--- src/rtl/pc_sequencer.sv ---
// Fetch-stage program-counter sequencer: boot delay, stall/redirect, misalign trap,
// terminal halt and a saturating count of valid fetches.
module pc_sequencer #(
    parameter int unsigned         ADDR_W     = 32,
    parameter logic [ADDR_W-1:0]   RESET_VEC  = '0,
    parameter int unsigned         BOOT_DELAY = 2,
    parameter int unsigned         CNT_W      = 32
) (
    input  logic              clk,
    input  logic              reset,
    input  logic              stall_i,
    input  logic              redirect_i,
    input  logic [ADDR_W-1:0] redirect_target_i,
    input  logic              halt_i,
    output logic [ADDR_W-1:0] pc_o,
    output logic [ADDR_W-1:0] pc_plus4_o,
    output logic              fetch_valid_o,
    output logic              misalign_o,
    output logic [1:0]        state_o,
    output logic [CNT_W-1:0]  fetch_count_o
);

    if (ADDR_W < 3) begin : g_bad_addr_w
        $fatal(1, "pc_sequencer: ADDR_W must be at least 3");
    end
    if (RESET_VEC[1:0] != 2'b00) begin : g_bad_reset_vec
        $fatal(1, "pc_sequencer: RESET_VEC must be 4-byte aligned");
    end

    localparam int unsigned BootLast = (BOOT_DELAY > 0) ? BOOT_DELAY - 1 : 0;
    localparam int unsigned BootW    = (BootLast > 0) ? $clog2(BootLast + 1) : 1;

    typedef enum logic [1:0] {
        StBoot = 2'd0,
        StRun  = 2'd1,
        StHalt = 2'd2
    } state_e;

    // A zero boot delay skips BOOT entirely out of reset.
    localparam state_e StReset = (BOOT_DELAY == 0) ? StRun : StBoot;

    state_e             state_q, state_d;
    logic [ADDR_W-1:0]  pc_q, pc_d;
    logic [CNT_W-1:0]   cnt_q, cnt_d;
    logic [BootW-1:0]   boot_q, boot_d;
    logic               misalign_q, misalign_d;
    logic               fetch_valid;
    logic [ADDR_W-1:0]  pc_plus4;

    assign pc_plus4    = pc_q + ADDR_W'(4);
    assign fetch_valid = (state_q == StRun) & ~stall_i & ~halt_i;

    always_comb begin
        state_d    = state_q;
        pc_d       = pc_q;
        cnt_d      = cnt_q;
        boot_d     = boot_q;
        misalign_d = misalign_q;

        if (fetch_valid && (cnt_q != '1)) begin
            cnt_d = cnt_q + CNT_W'(1);
        end

        unique case (state_q)
            StBoot: begin
                boot_d = boot_q + BootW'(1);
                if (boot_q == BootW'(BootLast)) begin
                    state_d = StRun;
                end
            end
            StRun: begin
                if (halt_i) begin
                    state_d = StHalt;
                end else if (redirect_i) begin
                    // Misaligned targets trap instead of being masked.
                    if (redirect_target_i[1:0] != 2'b00) begin
                        state_d    = StHalt;
                        misalign_d = 1'b1;
                    end else begin
                        pc_d = redirect_target_i;
                    end
                end else if (!stall_i) begin
                    pc_d = pc_plus4;
                end
            end
            StHalt: begin
            end
            default: begin
                state_d = StHalt;
            end
        endcase
    end

    always_ff @(posedge clk or negedge reset) begin
        if (!reset) begin
            state_q    <= StReset;
            pc_q       <= RESET_VEC;
            cnt_q      <= '0;
            boot_q     <= '0;
            misalign_q <= 1'b0;
        end else begin
            state_q    <= state_d;
            pc_q       <= pc_d;
            cnt_q      <= cnt_d;
            boot_q     <= boot_d;
            misalign_q <= misalign_d;
        end
    end

    assign pc_o          = pc_q;
    assign pc_plus4_o    = pc_plus4;
    assign fetch_valid_o = fetch_valid;
    assign misalign_o    = misalign_q;
    assign state_o       = state_q;
    assign fetch_count_o = cnt_q;

endmodule

--- config.mk ---
export PLATFORM = sky130hd
export DESIGN_NAME = pc_sequencer
export DESIGN_NICKNAME = d
export VERILOG_FILES = /design/src/rtl/pc_sequencer.sv
export SDC_FILE = /design/constraint.sdc
export NUM_CORES = 1
export LEC_CHECK = 0
export ABC_AREA = 1
export CAP_MARGIN = 15
export CORE_MARGIN = 8
export CORE_UTILIZATION = 28
export DETAILED_ROUTE_END_ITERATION = 10
export PLACE_DENSITY = 0.61
export REMOVE_ABC_BUFFERS = 1
export SYNTH_ARGS = -nofsm -noshare
export SYNTH_HDL_FRONTEND = slang
export SYNTH_SLANG_ARGS = --single-unit
--- constraint.sdc ---
create_clock -name clk -period 2.23 [get_ports clk]
set_input_delay 0.3345 -clock clk [delete_from_list [all_inputs] [get_ports clk]]
set_output_delay 0.3345 -clock clk [all_outputs]
set_load 0.01 [all_outputs]
==> flow_metrics.py, run 1 <==
metrics = {
    "sta": {
        "fin_skew_ps": 6.813,
        "maxSlewViolCount": 0,
        "setup_viol": 0,
        "rsz0062_at_grt": "yes",
        "max_freq_mhz": 459.5,
        "min_period_over_period_pct": 97.59,
        "worstMarginPinSlew_ps": 504.2,
        "finalCriticalPeriod_ps": 2176,
        "hold_viol": 0,
        "relSlewSlack_pct": 66.27,
    },
    "route": {
        "drtIter0Drc": 288,
        "met1Wirelength_mm": 7.342,
        "postRouteAntennaNets": 0,
        "routed.top_layer": "met4",
        "wl_met2_mm": 7.793,
        "wl_per_cell_um": 14.45,
        "drc": 0,
        "viasPerCell": 4.463,
        "first_pass_iters": 6,
        "wl_mm": 16.59,
        "vias": 5124,
        "wl_met3_mm": 1.204,
    },
    "logic_synthesis": {
        "synth_edf_count": 0,
        "synth_seq_area_share_pct": 36.45,
        "yosysUniqueCellTypes": 31,
        "yosys-top-cells-count": "326 x nand2_1, 133 x nor2_1, 68 x dfrtp_1",
        "postSynthAreaPerCell_um2": 6.300,
        "synth_cells": 741,
        "async_flop_share_pct": 100.0,
        "ys.flop_type": "dfrtp_1",
        "ys_seq_elements": 68,
        "synth_area_um2": 4668,
        "yosys_warnings": 0,
        "yosysMostFrequentCell": "nand2_1",
        "ys_top_cells_by_area": "dfrtp_1 36%, nand2_1 26%, nor2_1 11%, inv_1 4.3%, nand3_1 3.2%",
        "synth_top_area_cell": "dfrtp_1",
        "synth_top_area_share_pct": 36.45,
    },
    "finish": {
        "utilization_pct": 43.03,
        "instances_no_fill": 1148,
        "syn_to_final_growth_pct": 51.78,
        "final_layout_size_suffix_gt1_share_pct": 15.64,
        "layout.nets": 961,
    },
    "global_routing": {
        "grt_pass1_wl_mm": 26.34,
        "grt_start_max_net_pins": 44,
        "grt_usage_pct": 15.49,
        "grt_overflow": 0,
        "antenna_found_initial": 1,
        "grt_pass1_vias": 4973,
    },
    "setup_path": {
        "crit_arrival_ps": 1840,
        "required_ps": 1900,
        "critical_path_class": "reg2out",
        "start_kind": "register",
        "crit_fanout": 5,
        "endpoint_kind": "output port",
    },
    "cts": {
        "cts_root_buf": "clkbuf_16",
        "cts.clk_slew.worst_paths_ps": 50,
        "cts_buffers": 9,
        "clock_path_buffers": 2,
        "clock_latency_ps": 340,
        "cts.sinks": 68,
        "htreeDepth": 3,
        "cts_tree": "built",
    },
    "min_path": {
        "hold_path.class": "reg2reg",
    },
    "floorplanning": {
        "initial_core_util_pct": 28.35,
        "num_io_pins": 137,
        "die_area_um2": 21060,
        "fp.coreArea_um2": 16470,
        "die_y_um": 145.1,
        "die_width_um": 145.1,
        "fp-row-count": 47,
    },
    "status": {
        "status": "finished, final reports clean",
    },
    "placed_design": {
        "hpwl_mm": 12.50,
        "place_inst": 1112,
        "place.gp.congestion": 0.8386,
        "portBuffers": 136,
    },
    "pwr": {
        "cellPowerDensity_nw_per_um2": 530.6,
        "power_w": 0.003760,
        "peakVddDrop_mv": 0.3412,
        "leakage_nw": 3.272,
    },
    "job": {
        "cap_viol_max_count": 0,
    },
}
==> cell type report <==
class / count / area, um^2
clock inverters: 4 / 95.09
fillers: 1734 / 9380
inverters: 55 / 209.0
diodes: 1 / 2.502
well taps: 220 / 275.3
flip-flops and latches: 68 / 1705
multi-input cells: 597 / 2761
repair buffers: 191 / 1780
clock buffers: 12 / 256.5
==> metrics by stage <==
step / cell area, um^2 / TNS, ps / hold slack (ps) / worst slack, ps
floorplan: 4529 / -7163 / 38.91 / -477.4
global placement: 6509 / 0 / 296.3 / 17.56
detailed placement: 6509 / -86.59 / 298.3 / -33.58
CTS: 6989 / -61.14 / 471.4 / -61.14
global route: 7086 / -198.4 / 493.5 / -77.85
finish: 7086 / 0 / 468.1 / 53.66
==> report_power, final <==
part           switching [W]  leakage [nW]  total (W)  internal [W]
logic               0.000335          2.22   0.000688      0.000353
registers          0.0000671         0.883    0.00137       0.00130
clock network       0.000553         0.173    0.00171       0.00115
==> cell usage in the layout (no fill, tap or decap), types with 2 or more instances in the layout <==
cell / instances
nand2_1: 318
nor2_1: 117
clkdlybuf4s50_1: 108
dfrtp_1: 65
inv_1: 53
buf_4: 47
nand3_1: 29
a21oi_1: 24
clkbuf_2: 17
nand3b_1: 13
nor2_2: 12
nor2_4: 12
o21ai_1: 12
xor2_1: 11
nand2_2: 10
o21ai_0: 10
clkbuf_16: 9
buf_12: 7
nand3_2: 5
nand2_4: 4
xnor2_1: 4
nand3b_2: 3
bufinv_16: 3
clkdlybuf4s15_1: 3
dfrtp_2: 3
xnor2_2: 2
o211ai_1: 2
a31oi_1: 2
clkbuf_8: 2
dlygate4sd2_1: 2
buf_6: 2
dlymetal6s2s_1: 2
==> cell families (layout without fill, tap and decap cells) <==
family,count (synthesis),in the layout,synth area share [%]
xor+xnor,17,17,3.189
other cells,0,1,0
flops,68,68,36.45
fa+ha+maj,2,2,0.5360
compound gates,52,52,5.870
buf+inv,76,262,7.451
simple gates,526,526,46.50
==> metal layers <==
metal  up-vias  GRT usage, %
met2       148         26.00
met1      2304         18.77
li1       2652             -
met3        20         5.068
met4         0         3.904
met5         -             0
==> registers in the layout, indices dropped and copies added, names as in the netlist <==
register,cells
pc_o,32
boot_q,1
fetch_count_o,32
state_o,2
misalign_o,1
==> what timing repair did <==
action                                  4_1_cts  5_1_grt
gates resized for setup                      61       63
buffers inserted                              7       11
endpoints found under the hold margin        29        0
endpoints found under the setup margin       25       23
pin swaps                                     4       12
hold buffers                                  1        0
==> final timing paths <==
path | from | to | slack (ps) | cells past startpoint
hold / removal | boot_q$_DFFE_PN0N_ | boot_q$_DFFE_PN0N_ | 470 | 1
hold reg to reg | boot_q$_DFFE_PN0N_ | boot_q$_DFFE_PN0N_ | 470 | 1
max in group asynchronous | reset | fetch_count_o[21]$_DFFE_PN0P_ | 1180 | 3
min in group asynchronous | reset | pc_o[26]$_DFFE_PN0P_ | 480 | 2
setup / recovery | pc_o[3]$_DFFE_PN0P_ | pc_plus4_o[28] | 50 | 10
setup reg to reg | fetch_count_o[0]$_DFFE_PN0P_ | fetch_count_o[2]$_DFFE_PN0P_ | 450 | 11
==> critical path, cell delays in order, from the launching register on <==
cell	delay [ps]
dfrtp_1	360
ha_2	190
nand2_2	80
nor2_4	160
nand2_4	90
buf_12	130
nor2_4	160
nand2_1	90
nand2_2	70
nand2_1	50
clkbuf_2	120
Note: power is estimated with default switching activity, not from simulation.
==> inputs of run 2 (changes only) <==
CORE_UTILIZATION = 48   (was 28)
PLACE_DENSITY = 0.9   (was 0.61)
==> run 2 against run 1 <==
Against the previous run:
- the flow now finishes with violations (negative setup slack)
- core utilization increased by 28 points
- critical path depth did not move
- cell count shrank 7.5%
==> flow_metrics.py, run 2 (synthesized netlist as in run 1, its figures left out) <==
metrics = {
    "setup_path": {
        "cp_common_cell": "buf_4",
        "r2r_slack_ps": 300,
        "timing.critical_path.buf_inv": 4,
        "start_kind": "register",
        "crit_fanout": 7,
        "rr_worst_depth": 11,
        "endpoint_kind": "output port",
        "reg2reg_from": "fetch_count_o[0]$_DFFE_PN0P_",
        "critPathTopFamily": "simple AND/OR/NAND/NOR gates",
        "cp_slowest_stage_delay_ps": 400,
        "crit_chain": "buf_4, nand2_1, nor2_4, nand2_4, buf_4, nor2_4, buf_4, nand2_1, nand2_2, buf_4",
        "cp_slowest_cell": "dfrtp_1",
        "rr_endpoint": "fetch_count_o[17]$_DFFE_PN0P_",
        "critical_path_class": "reg2out",
        "required_ps": 1900,
        "path_depth": 10,
        "crit_arrival_ps": 1920,
    },
    "global_routing": {
        "grt_overflow": 0,
        "antenna_found_initial": 0,
        "grt_pass1_wl_mm": 25.59,
        "grt_usage_pct": 24.23,
        "grt_pass1_vias": 5251,
        "grt_start_max_net_pins": 42,
    },
    "placed_design": {
        "place.gp.congestion": 0.9384,
        "preCtsSetupSlack_ps": -68.45,
        "hpwl_mm": 11.40,
        "portBuffers": 136,
        "placed_area_um2": 6337,
        "place_inst": 1022,
    },
    "floorplanning": {
        "die_width_um": 114.6,
        "fp-row-count": 36,
        "initial_core_util_pct": 48.66,
        "num_io_pins": 137,
        "die_y_um": 114.6,
        "die_area_um2": 13140,
        "fp.coreArea_um2": 9594,
    },
    "route": {
        "vias": 5620,
        "drtIter0Drc": 547,
        "postRouteAntennaNets": 0,
        "viasPerCell": 5.292,
        "wl_mm": 16.82,
        "first_pass_iters": 6,
        "wl_per_cell_um": 15.84,
        "drc": 0,
    },
    "finish": {
        "stdcell_area_um2": 6855,
        "syn_to_final_growth_pct": 46.85,
        "final_common_cell": "nand2_1",
        "instances_no_fill": 1062,
        "final_layout_size_suffix_gt1_share_pct": 15.82,
        "diodes": 0,
        "final_cell_mix": "315 x nand2_1, 117 x nor2_1, 109 x clkdlybuf4s50_1",
        "layout.nets": 963,
    },
    "sta": {
        "max_freq_mhz": 444.4,
        "finalCriticalPeriod_ps": 2250,
        "min_period_over_period_pct": 100.9,
        "rsz0062_at_grt": "yes",
        "relSlewSlack_pct": 54.03,
        "maxSlewViolCount": 0,
        "hold_viol": 0,
        "setup_viol": 2,
        "fin_skew_ps": 10.45,
        "worstMarginPinSlew_ps": 689.6,
        "setup_slack_ps": -20.44,
    },
    "cts": {
        "cts.sinks": 68,
        "hold_buffers": 0,
        "cts_tree": "built",
        "clock_path_buffers": 2,
        "cts.clk_slew.worst_paths_ps": 80,
        "htreeDepth": 3,
        "clock_latency_ps": 350,
        "cts_buffers": 9,
        "cts_root_buf": "clkbuf_8",
    },
    "status": {
        "status": "finished with violations",
        "failed_checks": "negative setup slack",
    },
    "pwr": {
        "power_frac_clock_pct": 35.1,
        "leakage_nw": 3.228,
        "p_int_w": 0.002289,
        "peakVddDrop_mv": 0.4076,
        "power_switching_w": 0.0009334,
        "seqPwrFrac_pct": 42.4,
        "pwr-share-comb_pct": 22.5,
        "p_sw_share_pct": 28.96,
        "cellPowerDensity_nw_per_um2": 470.1,
    },
    "min_path": {
        "hold_path.class": "in2async",
    },
    "job": {
        "cap_viol_max_count": 0,
    },
}
run 2: cell type report:
cell class              count  area [um^2]
clock buffers              10        127.6
clock inverters             6        88.84
fillers                   752         2739
inverters                  55        209.0
multi-input cells         597         2799
flip-flops and latches     68         1707
well taps                 133        166.4
repair buffers            193         1758
run 2: worst max path at each step:
| stage | startpoint | end | slack, ps |
|---|---|---|---|
| after floorplan | redirect_i | pc_o[5]$_DFFE_PN0P_ | -480 |
| after global placement | pc_o[2]$_DFFE_PN0P_ | pc_plus4_o[22] | -9 |
| after detailed placement | pc_o[2]$_DFFE_PN0P_ | pc_plus4_o[22] | -70 |
| after CTS | pc_o[16]$_DFFE_PN0P_ | pc_plus4_o[27] | -190 |
| after global routing | pc_o[3]$_DFFE_PN0P_ | pc_plus4_o[13] | -110 |
| final | pc_o[3]$_DFFE_PN0P_ | pc_plus4_o[13] | -20 |
run 2: worst register-to-register path, delay by kind of cell, from the launching register on:
kind,cells,cell delay [ps]
AND/OR/NAND/NOR,8,790
flip-flops,1,400
buffers and inverters,2,400
adder cells (fa/ha/maj),1,210
run 2: what timing repair did:
item	in CTS	in global routing
pin swaps	8	7
resized for setup	66	60
cloned	0	0
buffers inserted	14	10
endpoints found under the setup margin	26	23
run 2: power groups by stage:
| stage | Sequential, W | Combinational [W] | Clock, W |
|---|---|---|---|
| finish | 0.00137 | 0.000725 | 0.00113 |
| CTS | 0.00136 | 0.000692 | 0.00115 |
| global route | 0.00137 | 0.000781 | 0.00121 |
| detailed placement | 0.00139 | 0.000670 | 0 |
| floorplan | 0.00141 | 0.000203 | 0 |
| global placement | 0.00138 | 0.000661 | 0 |
run 2: per-layer routing:
layer | track usage (%) | part of all wire (%)
met1 | 28.11 | 38
met4 | 10.56 | 4.4
met2 | 41.55 | 48
met5 | 0 | 0
met3 | 5.749 | 9.6
run 2: through the flow:
| stage | setup TNS (ps) | hold WS (ps) | utilization, % | total power [W] |
|---|---|---|---|---|
| 2_1_floorplan | -7163 | 38.91 | - | 0.001618 |
| 3_3_place_gp | -8.855 | 408.5 | 66.05 | 0.002046 |
| 3_5_place_dp | -130.2 | 405.4 | 66.05 | 0.002057 |
| 4_1_cts | -510.8 | 35.19 | 70.10 | 0.003200 |
| 5_1_grt | -910.6 | 65.19 | 71.45 | 0.003362 |
| 6_report | -25.16 | 26.16 | 71.45 | 0.003223 |
